`src/rtl/l2_dir_pkg.sv`:
```
// l2_dir_pkg: message/MESI encodings, default widths and small helpers for the L2 directory.
// Latency: n/a (constants and pure functions only).
// Backpressure: n/a.
package l2_dir_pkg;

  localparam int CCP_DATA_WIDTH = 8;
  localparam int CCP_TAG_WIDTH  = 2;
  localparam int CCP_MSG_WIDTH  = 4;
  localparam int CCP_MESI_WIDTH = 2;

  localparam logic [CCP_MSG_WIDTH-1:0] MSG_NONE          = 4'd0;
  localparam logic [CCP_MSG_WIDTH-1:0] MSG_LOAD_REQ      = 4'd1;
  localparam logic [CCP_MSG_WIDTH-1:0] MSG_STORE_REQ     = 4'd2;
  localparam logic [CCP_MSG_WIDTH-1:0] MSG_WB_REQ        = 4'd3;
  localparam logic [CCP_MSG_WIDTH-1:0] MSG_DATA_ACK      = 4'd4;
  localparam logic [CCP_MSG_WIDTH-1:0] MSG_INV_FWD       = 4'd5;
  localparam logic [CCP_MSG_WIDTH-1:0] MSG_LOAD_FWD      = 4'd6;
  localparam logic [CCP_MSG_WIDTH-1:0] MSG_STORE_FWD     = 4'd7;
  localparam logic [CCP_MSG_WIDTH-1:0] MSG_INV_ACK       = 4'd8;
  localparam logic [CCP_MSG_WIDTH-1:0] MSG_LOAD_FWD_ACK  = 4'd9;
  localparam logic [CCP_MSG_WIDTH-1:0] MSG_STORE_FWD_ACK = 4'd10;

  localparam logic [CCP_MESI_WIDTH-1:0] MESI_I = 2'd0;
  localparam logic [CCP_MESI_WIDTH-1:0] MESI_S = 2'd1;
  localparam logic [CCP_MESI_WIDTH-1:0] MESI_E = 2'd2;
  localparam logic [CCP_MESI_WIDTH-1:0] MESI_M = 2'd3;

  // E and M both have the MSB set: the L1 owns the line exclusively.
  function automatic logic is_excl(input logic [CCP_MESI_WIDTH-1:0] st);
    return st[1];
  endfunction

endpackage

```
`src/rtl/l2_dir_array.sv`:
```
// l2_dir_array: per-tag directory storage (data word, L1 MESI state, external-sharer bit).
// Latency: combinational read; write takes effect at the next clk edge.
// Backpressure: none, one write per cycle always accepted.
// Ports: clk/rst (async, active-high); we/waddr/wdata/wdir/wsh write port;
//        raddr -> rdata/rdir/rsh read port.
module l2_dir_array
  import l2_dir_pkg::*;
#(
  parameter int DATA_WIDTH = CCP_DATA_WIDTH,
  parameter int TAG_WIDTH  = CCP_TAG_WIDTH,
  parameter int MESI_WIDTH = CCP_MESI_WIDTH
) (
  input  logic                  clk,
  input  logic                  rst,
  input  logic                  we,
  input  logic [TAG_WIDTH-1:0]  waddr,
  input  logic [DATA_WIDTH-1:0] wdata,
  input  logic [MESI_WIDTH-1:0] wdir,
  input  logic                  wsh,
  input  logic [TAG_WIDTH-1:0]  raddr,
  output logic [DATA_WIDTH-1:0] rdata,
  output logic [MESI_WIDTH-1:0] rdir,
  output logic                  rsh
);

  localparam int DEPTH = 1 << TAG_WIDTH;

  logic [DATA_WIDTH-1:0] data_mem [DEPTH];
  logic [MESI_WIDTH-1:0] dir_mem  [DEPTH];
  logic [DEPTH-1:0]      sh_mem;

  always_ff @(posedge clk or posedge rst) begin
    if (rst) begin
      for (int i = 0; i < DEPTH; i++) begin
        data_mem[i] <= '0;
        dir_mem[i]  <= '0;  // I
      end
      sh_mem <= '0;
    end else if (we) begin
      data_mem[waddr] <= wdata;
      dir_mem[waddr]  <= wdir;
      sh_mem[waddr]   <= wsh;
    end
  end

  assign rdata = data_mem[raddr];
  assign rdir  = dir_mem[raddr];
  assign rsh   = sh_mem[raddr];

endmodule

```
`src/rtl/l2_dir.sv`:
```
// l2_dir: directory controller for the L1.5; grants L1 requests and forwards/invalidates for an external sharer.
// Latency: DATA_ACK one cycle after msg1; ext_done one cycle after a local ext op or after the matching msg3 ack.
// Backpressure: msg1 is not consumed outside IDLE (the L1 holds it); ext_req is held until ext_done.
// Ports: clk, rst (async, active-high); msg1_* L1 requests; msg3_* L1 responses; ext_* external agent;
//        msg2_* / mesi_send registered one-cycle messages; err (only with CCP_L2_ERR_CHK_EN, sticky protocol error).
module l2_dir
  import l2_dir_pkg::*;
#(
  parameter int DATA_WIDTH = CCP_DATA_WIDTH,
  parameter int TAG_WIDTH  = CCP_TAG_WIDTH,
  parameter int MSG_WIDTH  = CCP_MSG_WIDTH,
  parameter int MESI_WIDTH = CCP_MESI_WIDTH
) (
  input  logic                  clk,
  input  logic                  rst,
  input  logic [MSG_WIDTH-1:0]  msg1_type,
  input  logic [DATA_WIDTH-1:0] msg1_data,
  input  logic [TAG_WIDTH-1:0]  msg1_tag,
  input  logic [MSG_WIDTH-1:0]  msg3_type,
  input  logic [DATA_WIDTH-1:0] msg3_data,
  input  logic [TAG_WIDTH-1:0]  msg3_tag,
  input  logic                  ext_req,
  input  logic                  ext_store,
  input  logic [TAG_WIDTH-1:0]  ext_tag,
  input  logic [DATA_WIDTH-1:0] ext_wdata,
  output logic [MSG_WIDTH-1:0]  msg2_type,
  output logic [DATA_WIDTH-1:0] msg2_data,
  output logic [TAG_WIDTH-1:0]  msg2_tag,
  output logic [MESI_WIDTH-1:0] mesi_send,
  output logic                  ext_done,
  output logic [DATA_WIDTH-1:0] ext_rdata
`ifdef CCP_L2_ERR_CHK_EN
  ,
  output logic                  err
`endif
);

  typedef enum logic [1:0] {IDLE, FWD_WAIT, INV_WAIT} state_t;

  state_t                state;
  logic [TAG_WIDTH-1:0]  wait_tag;
  logic                  wait_store;

  logic                  we;
  logic [TAG_WIDTH-1:0]  raddr, waddr;
  logic [DATA_WIDTH-1:0] rdata, wdata;
  logic [MESI_WIDTH-1:0] rdir, wdir, load_grant;
  logic                  rsh, wsh;
  logic                  msg1_vld, ext_local, ack_ok;
  logic [MSG_WIDTH-1:0]  ack_type;

  // msg1 has priority in IDLE, so it also owns the single read port when present.
  assign msg1_vld   = (msg1_type != MSG_NONE);
  assign raddr      = msg1_vld ? msg1_tag : ext_tag;
  assign load_grant = is_excl(rdir) ? rdir : (rsh ? MESI_S : MESI_E);
  // External op finishes without the L1 unless the L1 owns the line or a store must kill an L1 copy.
  assign ext_local  = !is_excl(rdir) && !((rdir == MESI_S) && ext_store);

  always_comb begin
    ack_type = MSG_INV_ACK;
    if (state == FWD_WAIT) ack_type = wait_store ? MSG_STORE_FWD_ACK : MSG_LOAD_FWD_ACK;
  end
  assign ack_ok = (state != IDLE) && (msg3_type == ack_type) && (msg3_tag == wait_tag);

  // Entry update: default rewrites the entry that was read, so only changed fields are set.
  always_comb begin
    we    = 1'b0;
    waddr = raddr;
    wdata = rdata;
    wdir  = rdir;
    wsh   = rsh;
    if (state == IDLE) begin
      if (msg1_vld) begin
        case (msg1_type)
          MSG_LOAD_REQ:  begin we = 1'b1; wdir = load_grant; end
          MSG_STORE_REQ: begin we = 1'b1; wdir = MESI_M; wsh = 1'b0; end
          MSG_WB_REQ:    begin we = 1'b1; wdir = MESI_I; wdata = msg1_data; end
          default: ;
        endcase
      end else if (ext_req && ext_local) begin
        we  = 1'b1;
        wsh = 1'b1;
        if (ext_store) wdata = ext_wdata;
      end
    end else if (ack_ok) begin
      we    = 1'b1;
      waddr = wait_tag;
      wsh   = 1'b1;
      if ((state == FWD_WAIT) && !wait_store) begin
        wdata = msg3_data;
        wdir  = MESI_S;
      end else begin
        wdata = ext_wdata;
        wdir  = MESI_I;
      end
    end
  end

  l2_dir_array #(
    .DATA_WIDTH (DATA_WIDTH),
    .TAG_WIDTH  (TAG_WIDTH),
    .MESI_WIDTH (MESI_WIDTH)
  ) u_array (
    .clk   (clk),
    .rst   (rst),
    .we    (we),
    .waddr (waddr),
    .wdata (wdata),
    .wdir  (wdir),
    .wsh   (wsh),
    .raddr (raddr),
    .rdata (rdata),
    .rdir  (rdir),
    .rsh   (rsh)
  );

  always_ff @(posedge clk or posedge rst) begin
    if (rst) begin
      state      <= IDLE;
      wait_tag   <= '0;
      wait_store <= 1'b0;
      msg2_type  <= MSG_NONE;
      msg2_data  <= '0;
      msg2_tag   <= '0;
      mesi_send  <= MESI_I;
      ext_done   <= 1'b0;
      ext_rdata  <= '0;
    end else begin
      msg2_type <= MSG_NONE;
      msg2_data <= '0;
      msg2_tag  <= '0;
      mesi_send <= MESI_I;
      ext_done  <= 1'b0;
      ext_rdata <= '0;
      case (state)
        IDLE: begin
          if (msg1_vld) begin
            if ((msg1_type == MSG_LOAD_REQ) || (msg1_type == MSG_STORE_REQ) ||
                (msg1_type == MSG_WB_REQ)) begin
              msg2_type <= MSG_DATA_ACK;
              msg2_tag  <= msg1_tag;
              msg2_data <= wdata;
              mesi_send <= wdir;
            end
          end else if (ext_req) begin
            if (ext_local) begin
              ext_done  <= 1'b1;
              ext_rdata <= wdata;
            end else begin
              wait_tag   <= ext_tag;
              wait_store <= ext_store;
              msg2_tag   <= ext_tag;
              if (is_excl(rdir)) begin
                msg2_type <= ext_store ? MSG_STORE_FWD : MSG_LOAD_FWD;
                state     <= FWD_WAIT;
              end else begin
                msg2_type <= MSG_INV_FWD;
                state     <= INV_WAIT;
              end
            end
          end
        end
        default: begin
          if (ack_ok) begin
            ext_done  <= 1'b1;
            ext_rdata <= wdata;
            state     <= IDLE;
          end
        end
      endcase
    end
  end

`ifdef CCP_L2_ERR_CHK_EN
  logic err_set;
  always_comb begin
    err_set = (msg1_type > MSG_WB_REQ) ||
              !((msg3_type == MSG_NONE) || (msg3_type == MSG_INV_ACK) ||
                (msg3_type == MSG_LOAD_FWD_ACK) || (msg3_type == MSG_STORE_FWD_ACK));
    if (state == IDLE) begin
      if (msg3_type != MSG_NONE) err_set = 1'b1;
      if (((msg1_type == MSG_LOAD_REQ) || (msg1_type == MSG_STORE_REQ)) && is_excl(rdir))
        err_set = 1'b1;
    end else if ((msg3_type != MSG_NONE) && !ack_ok) begin
      err_set = 1'b1;
    end
  end

  always_ff @(posedge clk or posedge rst) begin
    if (rst)          err <= 1'b0;
    else if (err_set) err <= 1'b1;
  end
`endif

endmodule
```
`config.mk`:
```
export PLATFORM = sky130hd
export DESIGN_NAME = l2_dir
export DESIGN_NICKNAME = d
export VERILOG_FILES = /design/src/rtl/l2_dir_pkg.sv /design/src/rtl/l2_dir_array.sv /design/src/rtl/l2_dir.sv
export SDC_FILE = /design/constraint.sdc
export NUM_CORES = 1
export LEC_CHECK = 0
export ABC_AREA = 1
export CAP_MARGIN = 20
export CORE_ASPECT_RATIO = 0.8
export CORE_MARGIN = 8
export CORE_UTILIZATION = 61
export CTS_BUF_LIST = sky130_fd_sc_hd__clkbuf_8
export DETAILED_ROUTE_END_ITERATION = 8
export MAX_ROUTING_LAYER = met4
export PLACE_DENSITY = 0.95
export SYNTH_ARGS = -nofsm -noshare
export SYNTH_HDL_FRONTEND = slang
export SYNTH_HIERARCHICAL = 1
export SYNTH_SLANG_ARGS = --single-unit
export TNS_END_PERCENT = 10
```
`constraint.sdc`:
```
create_clock -name clk -period 6 [get_ports clk]
set_input_delay 1.5 -clock clk [delete_from_list [all_inputs] [get_ports clk]]
set_output_delay 1.5 -clock clk [all_outputs]
set_load 0.01 [all_outputs]
```
==> results.cfg, run 1 <==
[clocking]
cts.reportedPaths.clkPinSlew_ns = 0.08
hold_buffers = 0
clock_latency_ns = 0.35
cts_setup_buffers = 0
clock_path_buffers = 2
ctsResizeCount = 0
cts.sink_count = 73
cts_tree = done
cts_buffers = 9
cts_root_buf = clkbuf_8
htreeDepth = 3

[synth]
ys_warn_count = 6
yosysSeqAreaShare_pct = 39.4
synth_fp_nets = 711
synth_cells = 669
synth_edf_count = 0
ys_ff_latch = 73
syn_area_um2 = 4640
synthArstFlopShare_pct = 100
avgSynthCellArea_um2 = 6.93
synth_ff_type = dfrtp_1
synth_cell_types = 34

[outcome]
status = completed

[finish]
fin_nets = 764
n_fill_cell = 568
final_common_cell = nand2_1
area_growth_syn_to_layout_pct = 19.4
final_core_utilization_pct = 74.9
diodes = 0
multi_input_area_um2 = 2140
drive_gt1_share_pct = 10.2
final_cell_mix = nand2_1 (258), inv_1 (112), dfrtp_1 (73), clkdlybuf4s50_1 (65), nand3_1 (55)
register_area_um2 = 1830

[global_routing]
track_usage_pct = 26.6
grt_pass1_wl_um = 21800
gr-total-overflow = 0
grt_max_degree = 45
antenna_found_initial = 0
grt_pass1_vias = 4368

[worst_setup_path]
path_max_fanout = 22
crit_end = u_array/data_mem[3]
ff2ff_path_depth = 9
worstPathCellList = clkdlybuf4s50_1 -> nor2_1 -> buf_4 -> nand2_1 -> clkinv_1 -> nand2_1 -> nand2_1 -> inv_2 -> nand2_1 -> nand3_1 -> nand2_1 -> inv_1 -> nand3_2 -> nor2_1 -> nand2_1 -> nand3_1 -> nand3_4 -> nand2_1 -> o21ai_2
r2r_end = u_array/data_mem[3]
path_class = input port to register
r2r_slack_ns = 2.80
worstSetupStartpoint = msg1_type[3]
crit_required_ns = 6.23
regToRegStartpoint = state[0]
slowest_stage = nand3_1
slowest_delay_ns = 0.60
endpoint_kind = register
cp_common_cell = nand2_1
arrival_ns = 5.58
start_kind = input port

[routing]
wl_per_cell_um = 16.2
firstDrtPassIters = 5
ant_nets = 0
wl_um = 13500
avgViaCountPerCell = 5.58
drc = 0
drt-initial-drc-count = 540
vias = 4636

[timing]
fin_crit_sh_pct = 89.1
timing.hold.ws_ns = 0.473
finalSetupViolCount = 0
setup_tns_ns = 0
fmax_ghz = 0.187
hold_violations = 0
tightest_slew_ns = 0.811
rsz0062_at_grt = no
fin_crit_ns = 5.35
maxSlewHeadroom_pct = 45.8
clock_skew_ns = 0.0107
maxSlewViolCount = 0

[power]
leakage_nw = 3.05
total_power_mw = 2.15
ir_worst_vdd_mv = 0.420
power-per-cell-area_nw_per_um2 = 388

[run]
drv_cap = 0

[hold_path]
hp-class = register to register
min-delay-start = u_array/data_mem[13]

[floorplanning]
fp.dieW_um = 113
die_area_um2 = 10700
io_pins = 67
core-area_um2 = 7390
rows = 28
start_util_pct = 62.7
dieHeight_um = 94.0

[placement]
post-dp-hpwl_um = 9910
gp_congestion = 0.973
port_buffers = 65
-- Yosys cell counts (all sizes together), types with 2 or more instances --
cell type	instances	area, um^2
buf	28	196
clkbuf	4	15.0
clkinv	2	7.51
dfrtp	73	1830
inv	119	447
nand2	274	1070
nand3	61	350
nand3b	2	27.5
nand4	38	238
nor2	23	130
o211ai	11	92.6
o21ai	27	176
-- critical path, delay by kind of cell --
kind                   cells  cell delay, ns
and+or+nand+nor           13            2.71
AOI/OAI and AO/OA          1            0.07
buffers and inverters      5            1.27
-- metal layers --
layer  GRT usage, %  vias up  share of wire (%)
met1           33.2     2143                 41
li1               -     2170                  -
met2           42.0      291                 47
met5              -        -                  0
met3           6.55       32                 10
met4           8.08        0                2.1
-- layout make-up --
| class | instances | share of cell area (%) |
|---|---|---|
| Multi-Input combinational cell | 443 | 38.7 |
| Sequential cell | 73 | 33.0 |
| Timing Repair Buffer | 74 | 13.3 |
| Inverter | 121 | 8.21 |
| Clock buffer | 10 | 2.49 |
| Tap cell | 105 | 2.37 |
| Clock inverter | 5 | 1.88 |
-- cell families after synthesis --
group	count (synthesis)	share of synthesized area [%]
other	1	0.0809
and+or+nand+nor	398	39.2
xor gates and xnor gates	1	0.189
AOI/OAI and AO/OA	43	6.72
DFF	73	39.4
buffers and inverters	153	14.4
-- metrics by stage --
stage | setup WS, ns | instance area, um^2 | cells
after floorplan | 2.04 | 4640 | 669
after global placement | 0.589 | 5270 | 815
after detailed placement | 0.417 | 5270 | 815
after CTS | 0.773 | 5510 | 830
after global routing | 0.354 | 5540 | 831
final | 0.651 | 5540 | 831
-- registers in the layout (all words and copies together), names as in the netlist --
name,count
msg2_tag,2
mesi_send,2
ext_rdata,8
u_array/dir_mem,8
msg2_data,8
state,2
ext_done,1
u_array/data_mem,32
u_array/sh_mem,4
wait_tag,2
wait_store,1
msg2_type,3
-- worst min-delay path by stage --
stage / slack, ns / endpoint / depth (start not counted)
6_report: 0.47 / u_array/data_mem[13] / 2
5_1_grt: 0.50 / u_array/data_mem[13] / 2
4_1_cts: 0.48 / u_array/data_mem[13] / 2
3_5_place_dp: 0.46 / u_array/data_mem[13] / 2
3_3_place_gp: 0.45 / u_array/data_mem[15] / 2
2_1_floorplan: 0.44 / u_array/data_mem[10] / 2
-- power breakdown --
| part | switching (mW) | leakage (nW) | internal [mW] |
|---|---|---|---|
| clock | 0.190 | 0.122 | 0.285 |
| sequential | 0.103 | 0.956 | 0.649 |
| combinational | 0.622 | 1.97 | 0.299 |
No activity file was read; power rests on OpenSTA's default activity.
==> run 2: changes to the inputs <==
- SLEW_MARGIN: default -> 20
==> run 2 against run 1 <==
  * First-iteration DRC count fell by 10%
  * Critical endpoint unchanged
  * Setup slack got worse by 0.028 ns
  * Power fell by 0.15%
  * Critical path type unchanged
  * Via count rose by 0.28%
==> results.cfg, run 2 (same netlist as run 1, synthesis figures left out) <==
[timing]
fmax_ghz = 0.186
hold_violations = 0
layout_setup_ws_ns = 0.623
tightest_slew_ns = 0.839
rsz0062_at_grt = no
timing.hold.ws_ns = 0.474
setup_tns_ns = 0
maxSlewViolCount = 0
clock_skew_ns = 0.00906
finalSetupViolCount = 0
maxSlewHeadroom_pct = 43.9
fin_crit_ns = 5.38
fin_crit_sh_pct = 89.6

[hold_path]
hold_end = u_array/data_mem[13]
holdPathStages = 2
min-delay-start = u_array/data_mem[13]
hp-class = register to register

[routing]
firstDrtPassIters = 5
avgViaCountPerCell = 5.60
drt-initial-drc-count = 485
ant_nets = 0
drc = 0
top_layer_used = met4
wl_um = 13400
wl_met1_um = 5490
wl_per_cell_um = 16.1
wl_met2_um = 6320
vias = 4649
wl_met3_um = 1340

[floorplanning]
start_util_pct = 62.7
io_pins = 67
die_area_um2 = 10700
rows = 28
dieHeight_um = 94.0
fp.dieW_um = 113
core-area_um2 = 7390

[outcome]
status = completed

[finish]
diodes = 0
fin_nets = 763
drive_gt1_share_pct = 10.2
final_cell_mix = nand2_1 (258), inv_1 (111), dfrtp_1 (73), clkdlybuf4s50_1 (65), nand3_1 (55)
largest_reg_flops = 32
final_cell_area_um2 = 5510
regMostFlops = u_array/data_mem
area_growth_syn_to_layout_pct = 18.8
final_common_cell = nand2_1

[global_routing]
grt_max_degree = 45
antenna_found_initial = 0
gr-total-overflow = 0
grt_pass1_wl_um = 21800
grt_pass1_vias = 4368
track_usage_pct = 26.6

[placement]
gp_congestion = 0.973
placed_area_um2 = 5270
port_buffers = 65
dpl_worst_slack_ns = 0.417
post-dp-hpwl_um = 9910

[clocking]
ctsResizeCount = 0
hold_buffers = 0
cts_tree = done
clock_path_buffers = 2
cts.reportedPaths.clkPinSlew_ns = 0.08
cts.sink_count = 73
cts_setup_buffers = 0
cts_buffers = 9
clock_latency_ns = 0.35
htreeDepth = 3
cts_root_buf = clkbuf_8

[worst_setup_path]
start_kind = input port
ff2ff_path_depth = 9
cp_num_buf_inv = 5
slowest_stage = nand3_1
crit_family = simple AND/OR/NAND/NOR gates
cp_common_cell = nand2_1
slowest_delay_ns = 0.60
endpoint_kind = register
crit_required_ns = 6.23
path_max_fanout = 22
r2r_end = u_array/data_mem[3]
r2r_slack_ns = 2.82
worstPathCellList = clkdlybuf4s50_1 -> nor2_1 -> buf_4 -> nand2_1 -> clkinv_1 -> nand2_1 -> nand2_1 -> inv_2 -> nand2_1 -> nand3_1 -> nand2_1 -> inv_1 -> nand3_2 -> nor2_1 -> nand2_1 -> nand3_1 -> nand3_4 -> nand2_1 -> o21ai_2
arrival_ns = 5.61
path_class = input port to register
regToRegStartpoint = state[0]

[power]
p_sw_uw = 912
leakage_nw = 3.04
p_seq_share_pct = 35.0
ir_worst_vdd_mv = 0.285
power.clock.fraction_pct = 22.1
pwr-share-comb_pct = 42.9
switching_share_pct = 42.6
power-per-cell-area_nw_per_um2 = 389
intPower_mw = 1.23

[run]
drv_cap = 0
run 2: cell count changes in the layout (fill, tap and decap cells not counted):
cell | before | now
buf_16 | 1 | 0
inv_1 | 112 | 111
inv_2 | 7 | 8
run 2: power groups by stage:
stage | clock network [mW] | registers, mW | logic [mW]
2_1_floorplan | 0 | 0.735 | 0.662
3_3_place_gp | 0 | 0.748 | 0.872
6_report | 0.473 | 0.751 | 0.920
4_1_cts | 0.478 | 0.749 | 0.898
5_1_grt | 0.495 | 0.764 | 1.03
3_5_place_dp | 0 | 0.756 | 0.893
run 2: worst register-to-register path: stages (launching register included):
cell and delay, ns:
dfrtp_1 0.47, nor2_4 0.69, nor2_4 0.09, nand3_4 0.14, nor2_8 0.06, nand2_4 0.26
nand3_1 0.63, nand3_4 0.54, nand2_1 0.14, o21ai_2 0.08
run 2: worst max path at each step:
stage | startpoint | to | slack, ns | depth (start not counted)
finish | msg1_type[3] | u_array/data_mem[3] | 0.62 | 19
global route | msg1_type[3] | u_array/data_mem[3] | 0.35 | 19
CTS | msg1_type[3] | u_array/data_mem[3] | 0.77 | 19
detailed placement | msg1_type[3] | u_array/dir_mem[0] | 0.42 | 19
global placement | msg1_type[3] | u_array/data_mem[1] | 0.59 | 19
floorplan | msg1_type[3] | u_array/data_mem[0] | 2.04 | 20
run 2: per-stage QoR:
step,utilization (%),std cells,total power [mW]
after floorplan,-,669,1.40
after global placement,71.2,815,1.62
after detailed placement,71.2,815,1.65
after CTS,74.5,830,2.13
after global routing,74.5,830,2.29
final,74.5,830,2.14
run 2: area by class of cell:
class / count / area, um^2
sequential: 73 / 1830
fill: 578 / 1880
inverter: 121 / 454
clock buffer: 10 / 138
timing repair buffer: 73 / 711
clock inverter: 5 / 104
tap: 105 / 131
multi-input combinational: 443 / 2140
run 2: routing by layer:
metal / vias up / GRT usage [%]
li1: 2176 / -
met1: 2177 / 33.2
met2: 267 / 42.0
met3: 29 / 6.55
met4: 0 / 8.08
met5: - / -
==> run 3: changes to the inputs <==
- CORE_UTILIZATION: 61 -> 60
- SYNTH_HIERARCHICAL: 1 -> default
==> run 3 against run 2 <==
  * Non-clock buffer count fell by 5
  * Utilization is 0.92 points lower
  * Critical path depth decreased by 7
  * Count of clock-buffer cells in the layout up 1
  * Critical endpoint is now u_array.data_mem[2]
  * Highest routed layer unchanged
  * Critical path type unchanged
  * Sequential share of layout area increased by 2.7 points
  * Final cell count decreased by 13%
  * Clock skew up 0.0051 ns
  * Worst hold slack improved by 0.020 ns
  * Setup slack better by 1.2 ns
  * Combinational power fell by 16%
==> results.cfg, run 3 <==
[worst_setup_path]
path_class = input port to register
worstPathCellList = clkdlybuf4s50_1 -> nor2_4 -> nand2_4 -> o21ai_2 -> nand3_2 -> nand2_4 -> nand3_4 -> nand3_2 -> nand2_1 -> inv_2 -> nand3_1 -> nand2_1
r2r_slack_ns = 2.80
cp_num_buf_inv = 2
crit_family = simple AND/OR/NAND/NOR gates
slowest_delay_ns = 0.51
ff2ff_path_depth = 16
endpoint_kind = register
r2r_end = u_array.data_mem[31]
arrival_ns = 4.44
crit_required_ns = 6.30
start_kind = input port
path_max_fanout = 19
regToRegStartpoint = state[0]
slowest_stage = o21ai_2

[power]
leakage_nw = 2.64
intPower_mw = 1.12
pwr-share-comb_pct = 39.5
ir_worst_vdd_mv = 0.237
p_sw_uw = 829
switching_share_pct = 42.5
power.clock.fraction_pct = 20.9
power-per-cell-area_nw_per_um2 = 383
p_seq_share_pct = 39.6

[global_routing]
track_usage_pct = 26.6
grt_pass1_wl_um = 21300
antenna_found_initial = 0
gr-total-overflow = 0
grt_max_degree = 47
grt_pass1_vias = 4090

[placement]
placed_area_um2 = 4890
gp_congestion = 0.987
post-dp-hpwl_um = 9570
port_buffers = 65
dp.cells = 706

[synth]
ys_ff_latch = 73
yosys-top-cells-area = dfrtp_1 (42%), nand2_1 (18%), nand3_1 (9.1%)
syn_area_um2 = 4310
yosys.area.top_type = dfrtp_1
avgSynthCellArea_um2 = 7.45
synth_cell_types = 35
synth_ff_type = dfrtp_1
synth_most_common_cell = nand2_1
synthArstFlopShare_pct = 100
synth_cells = 579
ys_warn_count = 0
netlist_top_cells_count = nand2_1 (211), nand3_1 (78), dfrtp_1 (73)
yosysSeqAreaShare_pct = 42.4
synth_edf_count = 0
synth_fp_nets = 621
netlist.area_leader.share_pct = 42.4

[finish]
n_fill_cell = 547
drive_gt1_share_pct = 9.76
final_cell_mix = nand2_1 (211), nand3_1 (78), dfrtp_1 (73), clkdlybuf4s50_1 (65), inv_1 (50)
final_common_cell = nand2_1
fin_cells = 722
multi_input_area_um2 = 2050
final_cell_area_um2 = 5100
final_core_utilization_pct = 73.6
diodes = 0
area_growth_syn_to_layout_pct = 18.2
register_area_um2 = 1830
fin_nets = 672
regMostFlops = u_array.data_mem
largest_reg_flops = 32

[floorplanning]
rows = 27
dieHeight_um = 91.8
io_pins = 67
fp.dieW_um = 111
die_area_um2 = 10200
core-area_um2 = 6930
start_util_pct = 62.3

[clocking]
cts_setup_buffers = 0
cts.sink_count = 73
cts_tree = done
cts.reportedPaths.clkPinSlew_ns = 0.08
clock_path_buffers = 2
hold_buffers = 0
clock_latency_ns = 0.37
ctsResizeCount = 0
cts_buffers = 9
cts_root_buf = clkbuf_8
htreeDepth = 3

[timing]
maxSlewViolCount = 0
maxSlewHeadroom_pct = 56.2
hold_violations = 0
tightest_slew_ns = 0.655
fin_crit_sh_pct = 69.1
finalSetupViolCount = 0
setup_tns_ns = 0
clock_skew_ns = 0.0141
rsz0062_at_grt = no
fmax_ghz = 0.241
fin_crit_ns = 4.14

[run]
drv_cap = 0

[routing]
ant_nets = 0
avgViaCountPerCell = 6.00
vias = 4329
wl_per_cell_um = 18.0
drc = 0
firstDrtPassIters = 5
drt-initial-drc-count = 484
wl_um = 13000

[hold_path]
hold_end = u_array.data_mem[25]
min-delay-start = u_array.data_mem[25]
hp-class = register to register
holdPathStages = 2

[outcome]
status = completed
## run 3: cell types whose count changed in the layout (fill, tap and decap cells not counted), moves of 5 or more
cell      delta
inv_1       -61
nand2_1     -47
nand3_1     +23
buf_4        -5
a21oi_1      +9
o21ai_2     -10
nand3_2     +15
o21ai_1      +8
nand2_2     -10
nand4_1     -23
o211ai_1     +7
## run 3: layout make-up
type	count	area share, %
flip-flops and latches	73	35.8
clock inverters	5	1.06
inverters	61	4.49
multi-input cells	417	40.3
well taps	87	2.14
repair buffers	68	13.2
clock buffers	11	2.97
## run 3: worst max path at each step
stage                       startpoint                   end  slack, ns  cells past startpoint
after detailed placement  msg1_type[1]   u_array.data_mem[0]       1.56                     12
final                     msg1_type[1]   u_array.data_mem[2]       1.86                     12
after global routing      msg1_type[1]  u_array.data_mem[10]       1.70                     12
after global placement    msg1_type[1]   u_array.data_mem[0]       1.70                     12
after CTS                 msg1_type[1]   u_array.data_mem[4]       1.93                     12
after floorplan                    rst              ext_done       2.65                      1
## run 3: power groups by stage
| stage | Combinational (mW) | Clock, mW | Sequential, mW |
|---|---|---|---|
| after floorplan | 0.538 | 0 | 0.735 |
| after global placement | 0.717 | 0 | 0.767 |
| after detailed placement | 0.744 | 0 | 0.770 |
| after CTS | 0.751 | 0.406 | 0.765 |
| after global routing | 0.846 | 0.430 | 0.785 |
| final | 0.771 | 0.408 | 0.774 |
## run 3: worst min-delay path: cells and delay by family, from the launching register on
| family | cells | cell delay [ns] |
|---|---|---|
| flops | 1 | 0.36 |
| simple gates | 2 | 0.11 |
## run 3: cells by family (layout without fill, tap and decap cells)
kind of cell / count (synthesis) / in the layout / synth area share (%)
compound gates: 60 / 60 / 8.73
xor+xnor: 1 / 1 / 0.203
buf+inv: 89 / 145 / 10.0
flops: 73 / 73 / 42.4
other cells: 1 / 1 / 0.0869
simple gates: 355 / 355 / 38.6
## run 3: layer usage
metal / vias to the layer above / wire [um] / track usage, %
met5: - / 0 / -
met4: 0 / 172 / 7.07
met3: 17 / 1600 / 8.07
met2: 287 / 5670 / 38.9
met1: 2041 / 5580 / 35.2
li1: 1984 / - / -
## run 3: through the flow
| step | hold slack [ns] | worst slack, ns | total power, mW |
|---|---|---|---|
| 2_1_floorplan | 0.449 | 2.65 | 1.27 |
| 3_3_place_gp | 0.466 | 1.70 | 1.48 |
| 3_5_place_dp | 0.467 | 1.56 | 1.51 |
| 4_1_cts | 0.487 | 1.93 | 1.92 |
| 5_1_grt | 0.504 | 1.70 | 2.06 |
| 6_report | 0.494 | 1.86 | 1.95 |
